[src/rtl/regfile_write_arbiter.sv]
// Two-requester register-file write arbiter with round-robin grant and registered write port.
// Optional clear sweep (zero FIRST_REG..LAST_REG) compiled in with REGFILE_CLEAR_SWEEP_EN.
module regfile_write_arbiter #(
  parameter int FIRST_REG = 1,
  parameter int LAST_REG  = 15
) (
  input  logic        clk,
  input  logic        Reset,
  input  logic        req0,
  input  logic [3:0]  rd0,
  input  logic [15:0] d0,
  output logic        ack0,
  input  logic        req1,
  input  logic [3:0]  rd1,
  input  logic [15:0] d1,
  output logic        ack1,
  input  logic        clr_start,
  output logic        clr_busy,
  output logic        WE,
  output logic [3:0]  Rd,
  output logic [15:0] D
);

  localparam logic [3:0] FIRST = 4'(FIRST_REG);
  localparam logic [3:0] LAST  = 4'(LAST_REG);

  // Handshake: reqN/rdN/dN are held until ackN; ackN is a one-cycle pulse
  // registered at the edge where the request was granted.

  logic        sweep_go;   // sweep starts at this edge (first write issued)
  logic        in_sweep;   // a later sweep write is issued at this edge
  logic [3:0]  sweep_rd;

  logic        ptr_q, ptr_d;
  logic        we_d, ack0_d, ack1_d, busy_d, gnt1;
  logic [3:0]  rd_d;
  logic [15:0] d_d;

`ifdef REGFILE_CLEAR_SWEEP_EN
  typedef enum logic {IDLE, SWEEP} state_t;
  state_t     state_q, state_d;
  logic [3:0] cnt_q, cnt_d;

  always_ff @(posedge clk or negedge Reset) begin
    if (!Reset) begin
      state_q <= IDLE;
      cnt_q   <= FIRST;
    end else begin
      state_q <= state_d;
      cnt_q   <= cnt_d;
    end
  end

  // clr_busy still high at the edge after the last write blocks a restart.
  always_comb begin
    state_d  = state_q;
    cnt_d    = cnt_q;
    sweep_go = 1'b0;
    case (state_q)
      IDLE: begin
        if (clr_start && !clr_busy) begin
          sweep_go = 1'b1;
          if (FIRST != LAST) begin
            state_d = SWEEP;
            cnt_d   = 4'(FIRST_REG + 1);
          end
        end
      end
      SWEEP: begin
        if (cnt_q == LAST) begin
          state_d = IDLE;
          cnt_d   = FIRST;
        end else begin
          cnt_d = cnt_q + 4'd1;
        end
      end
      default: state_d = IDLE;
    endcase
  end

  assign in_sweep = (state_q == SWEEP);
  assign sweep_rd = in_sweep ? cnt_q : FIRST;
`else
  logic unused_clr_start;
  assign unused_clr_start = clr_start;
  assign sweep_go = 1'b0;
  assign in_sweep = 1'b0;
  assign sweep_rd = FIRST;
`endif

  // ptr_q names the requester that wins a tie (the one not granted last).
  always_comb begin
    we_d   = 1'b0;
    rd_d   = Rd;
    d_d    = D;
    ack0_d = 1'b0;
    ack1_d = 1'b0;
    busy_d = 1'b0;
    ptr_d  = ptr_q;
    gnt1   = req1 && (!req0 || ptr_q);
    if (in_sweep || sweep_go) begin
      we_d   = 1'b1;
      rd_d   = sweep_rd;
      d_d    = 16'h0000;
      busy_d = 1'b1;
    end else if (req0 || req1) begin
      ptr_d = !gnt1;
      if (gnt1) begin
        ack1_d = 1'b1;
        if (rd1 != 4'd0) begin
          we_d = 1'b1;
          rd_d = rd1;
          d_d  = d1;
        end
      end else begin
        ack0_d = 1'b1;
        if (rd0 != 4'd0) begin
          we_d = 1'b1;
          rd_d = rd0;
          d_d  = d0;
        end
      end
    end
  end

  always_ff @(posedge clk or negedge Reset) begin
    if (!Reset) begin
      WE       <= 1'b0;
      Rd       <= 4'd0;
      D        <= 16'h0000;
      ack0     <= 1'b0;
      ack1     <= 1'b0;
      clr_busy <= 1'b0;
      ptr_q    <= 1'b0;
    end else begin
      WE       <= we_d;
      Rd       <= rd_d;
      D        <= d_d;
      ack0     <= ack0_d;
      ack1     <= ack1_d;
      clr_busy <= busy_d;
      ptr_q    <= ptr_d;
    end
  end

endmodule
[config.mk]
export PLATFORM = sky130hd
export DESIGN_NAME = regfile_write_arbiter
export DESIGN_NICKNAME = d
export VERILOG_FILES = /design/src/rtl/regfile_write_arbiter.sv
export SDC_FILE = /design/constraint.sdc
export NUM_CORES = 1
export LEC_CHECK = 0
export ABC_AREA = 1
export CORE_UTILIZATION = 35
export CTS_BUF_LIST = sky130_fd_sc_hd__clkbuf_4 sky130_fd_sc_hd__clkbuf_8
export CTS_CLUSTER_DIAMETER = 200
export DETAILED_ROUTE_END_ITERATION = 6
export PLACE_DENSITY = 0.73
export SYNTH_ARGS = -nofsm -noshare
export SYNTH_HDL_FRONTEND = slang
export SYNTH_SLANG_ARGS = --single-unit
[constraint.sdc]
create_clock -name clk -period 1.4 [get_ports clk]
set_input_delay 0.21 -clock clk [delete_from_list [all_inputs] [get_ports clk]]
set_output_delay 0.21 -clock clk [all_outputs]
set_load 0.05 [all_outputs]
# After elaboration in Yosys (flattened, before gate mapping)
# Cells that the tools add are included.
[totals]
register_bits = 24
latchBits = 0
mem_bits_rw = 0
romBits = 0
output_inout_bits = 24
wordCells = 30
memories = 0
[classes]
addsub = 0
multipliers = 0
n_div = 0
magnitude_cmp = 0
n_eq_ne = 1
n_shift = 0
mux = 14
bitwise = 0
n_reduce_logical = 9
[op_table]
columns = ["operator", "n"]
rows = [
  ["$mux 16", 3],
  ["$mux 4", 3],
  ["$mux 1", 8],
  ["$reduce_bool 4->1", 2],
  ["$reduce_and 3->1", 1],
  ["$logic_not 1->1", 2],
  ["$logic_or 1x1->1", 2],
  ["$ne 2x1->1 const B", 1],
  ["$reduce_bool 2->1", 1],
  ["$logic_and 1x1->1", 1],
]

# Longest topological paths before layout
# Gate-level depths: netlist of the first run.
[depth]
depth_word = 5
ltp_mapped = 8
depth_no_buf = 7

# Worst setup path after synthesis of the first run
# No wires, ideal clock.
[synth_path]
path_kind = "register to register"
from = "register ptr_q"
to = "register D[9]"
arrival_time_ps = 931
t_required_ps = 1282
slack_ps = 350
stages_incl_launch_ff = 9
path_buffers = 1
synth_period_minus_slack_ps = 1050
path_cell_list = "dfrtp_1 -> inv_1 -> nand2_1 -> nand2_2 -> buf_6 -> nand2_1 -> nand2_1 -> nand2_1 -> nand2_1"
[synth_between]
elab_chain_cells = 4
elab_cells_between_ends = 6
[synth_lines]
columns = ["element", "line", "text"]
rows = [
  ["start: declaration", "34", "logic ptr_q, ptr_d;"],
  ["start signal: assignment", "142", "ptr_q <= ptr_d;"],
  ["$logic_or 1x1->1 (*)", "100", "gnt1 = req1 && (!req0 || ptr_q);"],
  ["$logic_and 1x1->1 (*)", "100", ""],
  ["$ne 2x1->1 (no source line) / $reduce_bool 2->1 (equally long branches)", "n/a", ""],
  ["$reduce_and 3->1 (no source line)", "n/a", ""],
  ["end signal: assignment", "130", "D <= 16'h0000;"],
  ["end signal: assignment", "138", "D <= d_d;"],
  ["end: declaration", "21", "output logic [15:0] D"],
]
# Every way passes the cells marked *; elsewhere a longest branch is shown, timed or not.
# A chain may end at the register's enable or synchronous reset.

# Final worst setup path of the first run
[layout_path]
from = "input port req1"
to = "register D[8]"
[layout_between]
elab_chain_cells = 3
elab_cells_between_ends = 6
[layout_lines]
columns = ["element", "line", "text"]
rows = [
  ["start: declaration", "13", "input logic req1,"],
  ["$logic_and 1x1->1", "100", ""],
  ["$ne 2x1->1 (no source line) / $reduce_bool 2->1 (equally long branches)", "n/a", ""],
  ["$reduce_and 3->1 (no source line)", "n/a", ""],
]
# Several ways; a longest one is shown, not always the timed one.

==> flow_metrics.tcl, run 1 <==
set metrics [dict create \
    timing.rr.start "ptr_q$_DFFE_PN0P_" \
    worst_slack_ns 0.1787 \
    core_area_sq_um 3416 \
    cp_cell_sequence "clkdlybuf4s50_1 > nand2_1 > nand2_2 > nand2_2 > nand2_2 > buf_4 > nand2_1 > nand2_1" \
    layout-drive-gt1-share 0.1928 \
    io_buffers 66 \
    synth_top_area_frac 0.4678 \
    grt_pass1_vias 1316 \
    r2r_slack_ns 0.22 \
    p_per_area_nw_per_um2 1164 \
    synth.yosys.seq_area_share 0.4678 \
    reg2reg_to "D[8]$_DFFE_PN0P_" \
    start_util 0.3758 \
    vias 1385 \
    leakage_uw 0.001170 \
    place.gp.congestion 0.7723 \
    fin_tns_setup_ns 0 \
    synth_area_sq_um 1284 \
    fin_crit_sh 0.8724 \
    crit_slowest_cell "clkdlybuf4s50_1" \
    layout_common_cells "nand2_1, clkdlybuf4s50_1, nand3_1" \
    drc 0 \
    crit_start "req1" \
    synthCells 176 \
    arrival_ns 1.46 \
    fp.dieArea_sq_um 3914 \
    yosysUniqueCellTypes 12 \
    cts_tree "built" \
    cts.sinks 24 \
    min_period_ns 1.221 \
    utilization 0.6784 \
    grt.total_usage 0.1984 \
    startpoint_type "input pin" \
    dieHeight_um 62.56 \
    max_stage_delay_ns 0.58 \
    dp_slack_ns -0.2419 \
    synth_nets 221 \
    drt.antenna.violating_nets 0 \
    synth-seq-cells 24 \
    nets 296 \
    synth_area_leaders "dfrtp_1, nand2_1, nand3_1, buf_6, buf_2" \
    grt_pass1_wl_um 6113 \
    clkTransAtPathRegs_ns 0.12 \
    clk_latency_ns 0.29 \
    grt-ovfl-total 0 \
    io-pin-count 69 \
    layout_commonest_cell "nand2_1" \
    post_drt_wl_per_cell_um 12.24 \
    wl_um 3611 \
    fin_skew_ns 0.0006626 \
    worstPathRequired_ns 1.64 \
    post_cts_buffers 0 \
    yosysWarnings 0 \
    reg2reg_depth 7 \
    setup_viol 0 \
    drv_slew 0 \
    dp_hpwl_um 2810 \
    htree_levels 1 \
    antenna_found_initial 0 \
    maxCapViolCount 0 \
    num_rows 21 \
    fp.dieW_um 62.56 \
    grt_max_degree 25 \
    status "finished clean" \
    endpoint_kind "register" \
    final_hold_viol_count 0 \
    area_growth_syn_to_layout_pct 80.51 \
    cts_made_buffers 3 \
    cts_buffer_depth 2 \
    diodes 0 \
    syn_avg_cell_area_sq_um 7.294 \
    drtIter0Drc 55 \
    rsz0062_at_grt "false" \
    min_path_type "in2async" \
    cts_resized 0 \
    vias_per_cell 4.695 \
    fmax_mhz 818.8 \
    root_buffer "clkbuf_4" \
    worstPathMaxFanout 6 \
    drt_pass1_iterations 4 \
    holdBufCountCts 0 \
    ir_worst_vdd_uv 653.0 \
    worstSetupPathType "in2reg" \
    synth_top_cell_by_area "dfrtp_1" \
]
-- power by group --
group	total [uW]	leakage, uW	internal [uW]	switching, uW
registers	950	0.000293	815	135
logic	1460	0.000863	722	739
clock network	286	0.0000138	100	186
-- worst max path at each step --
stage | slack, ns | to | depth (start not counted)
finish | 0.18 | D[8]$_DFFE_PN0P_ | 8
global route | 0.10 | D[6]$_DFFE_PN0P_ | 8
CTS | 0.08 | D[11]$_DFFE_PN0P_ | 7
detailed placement | -0.24 | D[11]$_DFFE_PN0P_ | 7
global placement | -0.21 | D[8]$_DFFE_PN0P_ | 7
floorplan | 0.35 | D[9]$_DFFE_PN0P_ | 8
-- sequential cells by signal (all words and copies together), names as in the netlist --
name,count
ack0,1
ack1,1
ptr_q,1
D,16
Rd,4
WE,1
-- layer usage --
metal | part of all wire | global-route usage | vias to the layer above
li1 | - | - | 705
met1 | 0.43 | 0.2451 | 635
met2 | 0.52 | 0.3519 | 37
met3 | 0.033 | 0.01825 | 8
met4 | 0.024 | 0.08140 | 0
met5 | 0 | 0 | -
-- final cells by class --
cell class	count	area (sq um)
clock buffers	3	22.52
fillers	273	1099
inverters	2	7.507
multi-input cells	137	585.6
flip-flops and latches	24	600.6
well taps	46	57.56
repair buffers	83	1044
-- through the flow --
stage	cells	instance area [sq um]	hold WS, ns	power (uW)
3_5_place_dp	292	2290	0.5554	2432
3_3_place_gp	292	2290	0.5528	2414
6_report	295	2317	0.2591	2697
4_1_cts	295	2312	0.2710	2714
5_1_grt	295	2317	0.2626	2839
2_1_floorplan	176	1284	-0.08559	1611
-- critical path, delay by kind of cell --
family | cells | cell delay, ns
AND/OR/NAND/NOR | 6 | 0.52
buffers and inverters | 2 | 0.72
-- synth_stat cells (all sizes together) --
cell,n
nand2,90
buf,13
a21oi,1
dfrtp,24
conb,1
nor2,4
inv,2
nand3,40
o21ai,1
-- cells by family after synthesis --
group	synth area share
and+or+nand+nor	0.4386
DFF	0.4678
buffers and inverters	0.07992
AOI/OAI and AO/OA	0.01072
other	0.002921
(Power assumes the default switching activity.)
==> inputs of run 2 (changes only) <==
--- a/config.mk
+++ b/config.mk
@@ -10,7 +10,7 @@
 export CTS_BUF_LIST = sky130_fd_sc_hd__clkbuf_4 sky130_fd_sc_hd__clkbuf_8
 export CTS_CLUSTER_DIAMETER = 200
 export DETAILED_ROUTE_END_ITERATION = 6
-export PLACE_DENSITY = 0.73
+export PLACE_DENSITY_LB_ADDON = 0.25
 export SYNTH_ARGS = -nofsm -noshare
 export SYNTH_HDL_FRONTEND = slang
 export SYNTH_SLANG_ARGS = --single-unit
==> flow_metrics.tcl, run 2 (synthesized netlist as in run 1, its figures left out) <==
set metrics [dict create \
    setup_viol 0 \
    crit_start "ptr_q$_DFFE_PN0P_" \
    io_buffers 66 \
    diodes 0 \
    antenna_found_initial 0 \
    crit_top_cell "nand2_1" \
    largest_reg_flops 16 \
    fmax_mhz 802.4 \
    post_cts_buffers 0 \
    cts_tree "built" \
    status "finished clean" \
    rsz0062_at_grt "false" \
    dieHeight_um 62.56 \
    start_util 0.3758 \
    maxCapViolCount 0 \
    r2r_slack_ns 0.15 \
    vias_per_cell 4.503 \
    drc 0 \
    register_area_sq_um 600.6 \
    clk_latency_ns 0.31 \
    leakage_uw 0.001165 \
    fp.dieArea_sq_um 3914 \
    arrival_ns 1.46 \
    timing.rr.start "ptr_q$_DFFE_PN0P_" \
    grt.total_usage 0.1865 \
    p_per_area_nw_per_um2 1190 \
    fin_crit_sh 0.8902 \
    ir_worst_vdd_uv 636.6 \
    dp_cells 290 \
    top_register "D" \
    grt-ovfl-total 0 \
    drtIter0Drc 57 \
    worstPathRequired_ns 1.61 \
    final.fill_count 289 \
    cp_cell_sequence "inv_1 > nand2_1 > nand2_2 > nand2_1 > nand2_1 > nand2_1 > nand2_1" \
    root_buffer "clkbuf_4" \
    fp.dieW_um 62.56 \
    critical_path.endpoint "D[4]$_DFFE_PN0P_" \
    multiInputGateArea_sq_um 580.6 \
    cts_buffer_depth 2 \
    drt_pass1_iterations 4 \
    fin_tns_setup_ns 0 \
    layout-drive-gt1-share 0.1895 \
    num_rows 21 \
    grt_max_degree 25 \
    worstPathMaxFanout 19 \
    cts_made_buffers 3 \
    utilization 0.6766 \
    holdBufCountCts 0 \
    final_hold_viol_count 0 \
    grt_pass1_vias 1234 \
    layout_common_cells "nand2_1, clkdlybuf4s50_1, nand3_1" \
    grt_busiest_layer "met2" \
    drt.antenna.violating_nets 0 \
    stdcell_count 294 \
    reg2reg_to "D[4]$_DFFE_PN0P_" \
    vias 1324 \
    wl_um 3416 \
    cts_resized 0 \
    min_period_ns 1.246 \
    crit_slowest_cell "dfrtp_1" \
    max_stage_delay_ns 0.43 \
    grt.met2_usage 0.3288 \
    dp_hpwl_um 2695 \
    reg2reg_depth 7 \
    layout_commonest_cell "nand2_1" \
    met1_usage 0.2348 \
    io-pin-count 69 \
    place.gp.congestion 0.7760 \
    worstSetupPathType "reg2reg" \
    grt_pass1_wl_um 5713 \
    area_growth_syn_to_layout_pct 80.02 \
    startpoint_type "register" \
    post_drt_wl_per_cell_um 11.62 \
    core_area_sq_um 3416 \
    htree_levels 1 \
    cts.sinks 24 \
    fin_skew_ns 0.007297 \
    drv_slew 0 \
    min_path_type "in2async" \
    endpoint_kind "register" \
    met3_usage 0.03650 \
    reg_top3 "D x16, Rd x4" \
    clkTransAtPathRegs_ns 0.13 \
    nets 294 \
]
==> run 2: cell count changes in the layout (fill, tap and decap cells not counted), sizes merged <==
cell,delta
buf,-2
clkbuf,+1
==> run 2: layout make-up <==
type                    count  area share
clock buffers               4     0.01570
inverters                   2    0.003249
multi-input cells         137      0.2512
flip-flops and latches     24      0.2599
well taps                  46     0.02491
repair buffers             81      0.4450
==> run 2: worst min path at each step <==
stage / to / slack [ns] / cells after the start
after floorplan: D[0]$_DFFE_PN0P_ / -0.09 / 0
after CTS: ptr_q$_DFFE_PN0P_ / 0.24 / 2
after global placement: D[0]$_DFFE_PN0P_ / 0.55 / 2
final: ptr_q$_DFFE_PN0P_ / 0.24 / 2
after global routing: D[15]$_DFFE_PN0P_ / 0.26 / 2
after detailed placement: D[9]$_DFFE_PN0P_ / 0.56 / 2
==> run 2: worst max-delay path: cells and delay by family (launching register included) <==
kind,cells,cell delay (ns)
buffers and inverters,1,0.07
AND/OR/NAND/NOR,6,0.66
flip-flops,1,0.43
==> run 2: through the flow <==
stage / area, sq um / setup WS, ns / hold WS, ns / total power [uW]
finish: 2311 / 0.1537 / 0.2390 / 2750
global route: 2311 / 0.02287 / 0.2600 / 2894
CTS: 2311 / 0.1446 / 0.2419 / 2780
detailed placement: 2275 / -0.1502 / 0.5573 / 2423
global placement: 2275 / -0.1432 / 0.5535 / 2407
floorplan: 1284 / 0.3502 / -0.08559 / 1611
==> run 2: routing by layer <==
metal / part of all wire / routed length [um] / vias up
met5: 0 / 0 / -
met3: 0.029 / 98 / 4
met4: 0.013 / 44 / 0
met1: 0.42 / 1432 / 590
met2: 0.54 / 1841 / 27
li1: - / - / 703
==> run 2: report_power, final <==
group          internal [uW]  switching (uW)
combinational            714             733
clock                    159             196
sequential               815             132
==> edit, RTL diff (flow settings as in run 2) <==
Build with the macro `REGFILE_CLEAR_SWEEP_EN` defined.
--- a/src/rtl/regfile_write_arbiter.sv
+++ b/src/rtl/regfile_write_arbiter.sv
@@ -1,4 +1,6 @@
 // Two-requester register-file write arbiter with round-robin grant and registered write port.
 // Optional clear sweep (zero FIRST_REG..LAST_REG) compiled in with REGFILE_CLEAR_SWEEP_EN.
+`define REGFILE_CLEAR_SWEEP_EN
+
 module regfile_write_arbiter #(
   parameter int FIRST_REG = 1,
Function: changed (Yosys sat finds a counterexample within 4 cycles, from zero or initial values and one cycle with Reset low).
==> edit against run 2 <==
  * Sequential power up 65%
  * Fmax shrank 5.1%
  * Power rose by 120%
  * Clock power increased by 140%
  * Sequential share of layout area decreased by 1.0 points
  * Wire length rose by 41%
  * Via count increased by 41%
  * Synthesized area grew 40%
  * Combinational power is 140% higher
  * Register-to-register slack worse by 0.03 ns
  * Final area up 30%
  * Setup slack got worse by 0.067 ns
  * Sequential cell count rose by 6
==> edit: results (changes against run 2) <==
routed length per placed instance: 12.07 um (+3.9%)
Primary FF master, synth: dfrtp_1
Global Route Usage Sum: 0.1936 (+0.007151)
first-pass GRT wire length: 8.004 mm (+40%)
H-Tree Depth: 2 (+1)
critical path arrival: 1.48 ns (+0.02 ns)
max incr delay on CP: 0.44 ns
Seq/Total Area, Yosys: 0.4194 (-0.04844)
final weighted congestion in routability-driven placement: 0.8401 (+8.3%)
Sw Pwr: 2578 uW (+140%)
via count: 1,872 (+41%)
Diodes inserted: 0 (unchanged)
IO Port Bufs: 68 (+3.0%)
Clock Path Buffers: 2 (unchanged)
Clk pin slew, worst setup/hold paths: 0.06 ns (-0.07 ns)
Top delay family on crit path: buffers and inverters
cell leakage power: 0.001545 uW (+33%)
Num CTS Buffers: 5 (+2)
layout cells sized above 1: 0.1747 (-0.01482)
largest cells by area after synthesis: dfrtp_1 (40%), nand2_1 (19%), nand4_1 (7.0%), nand3b_1 (6.7%), inv_1 (6.1%)
Syn. warnings: 0 (unchanged)
Worst Hold Class: primary input to async pin
latest clock arrival within the worst-skew pair: 0.28 ns (-0.03 ns)
hpwl dp: 3.661 mm (+36%)
Max FO, Critical Path: 20 (+1)
Filler cells: 438 (+52%)
Distinct cells, synth: 23 (+11)
antenna violations before repair: 0 (unchanged)
worst vdd ir: 0.7806 mV (+23%)
Clock Tree Root: clkbuf_8
fin nets: 377 (+28%)
Largest regs: D (16), Rd (4), cnt_q (4)
Post-synth top cells: nand2_1 (92), dfrtp_1 (29), inv_1 (29), nor2_1 (23), nand4_1 (20)
Slowest-stage cell, CP: clkdlybuf4s50_1
drt first pass iters: 4 (unchanged)
Synth Net Count: 300 (+36%)
status: finished, final reports clean
worst slack at placement: -0.1437 ns (+0.006557 ns)
Layout Skew: 0.006733 ns (-0.0005647 ns)
First DRT Iteration DRCs: 145 (+150%)
Slew @ Worst Pin: 0.3265 ns
number of global-route vias before repair: 1,737 (+41%)
largest net degree at the start of global routing: 31 (+24%)
FFs w/ async S/R, synth: 1.000 (unchanged)
maxcap violations: 0 (unchanged)
-- edit: layout make-up --
| type | count | area [um^2] | area share |
|---|---|---|---|
| timing repair buffer | 87 | 1112 | 0.3693 |
| multi-input combinational | 177 | 842.1 | 0.2796 |
| sequential | 30 | 752.0 | 0.2497 |
| inverter | 30 | 112.6 | 0.03739 |
| tap | 67 | 83.83 | 0.02784 |
| clock buffer | 5 | 68.82 | 0.02285 |
| clock inverter | 3 | 40.04 | 0.01329 |
-- edit: kinds of logic after synthesis --
group | synth area share
buffers and inverters | 0.1151
AO/OA/AOI/OAI | 0.04397
flip-flops | 0.4194
adder cells (fa/ha/maj) | 0.006977
AND/OR/NAND/NOR | 0.4145
-- edit: path summary, 6_finish.rpt --
check / startpoint / cells after the start / endpoint / slack [ns]
max: req0 / 7 / D[11] / 0.09
min in group clk: ptr_q / 2 / ptr_q / 0.49
min: Reset / 2 / ack1 / 0.29
max in group asynchronous: Reset / 2 / cnt_q[0] / 0.88
min reg2reg: ptr_q / 2 / ptr_q / 0.49
max reg2reg: cnt_q[0] / 6 / cnt_q[3] / 0.12
-- edit: worst register-to-register path, stage by stage (launching register included) --
cell and delay [ns]:
dfstp_2 0.57, ha_1 0.19, nand2_1 0.06, inv_1 0.08, o21ai_0 0.07, o211ai_1 0.07
o21ai_0 0.10
-- edit: per-layer routing --
metal,part of all wire,track usage,vias up
met1,0.48,0.2820,846
met3,0.044,0.03978,10
li1,-,-,958
met5,0,0,-
met2,0.45,0.2793,58
met4,0.022,0.07479,0
-- edit: power groups by stage --
stage / Combinational [uW] / Clock, uW / Sequential, uW
after global routing: 3810 / 914 / 1610
after CTS: 3520 / 868 / 1560
after global placement: 3460 / 0 / 1570
after floorplan: 1140 / 0 / 2230
after detailed placement: 3510 / 0 / 1580
final: 3530 / 855 / 1560
-- edit: timing repair --
action	4_1_cts	5_1_grt
endpoints found under the hold margin	0	0
resized for setup	0	7
buffers inserted	0	0
setup endpoints to repair	0	3
hold buffers	0	0
-- edit: metrics by stage --
| step | instances | instance area [um^2] |
|---|---|---|
| detailed placement | 391 | 2884 |
| floorplan | 254 | 1793 |
| CTS | 399 | 2993 |
| global route | 399 | 3012 |
| finish | 399 | 3012 |
| global placement | 391 | 2884 |
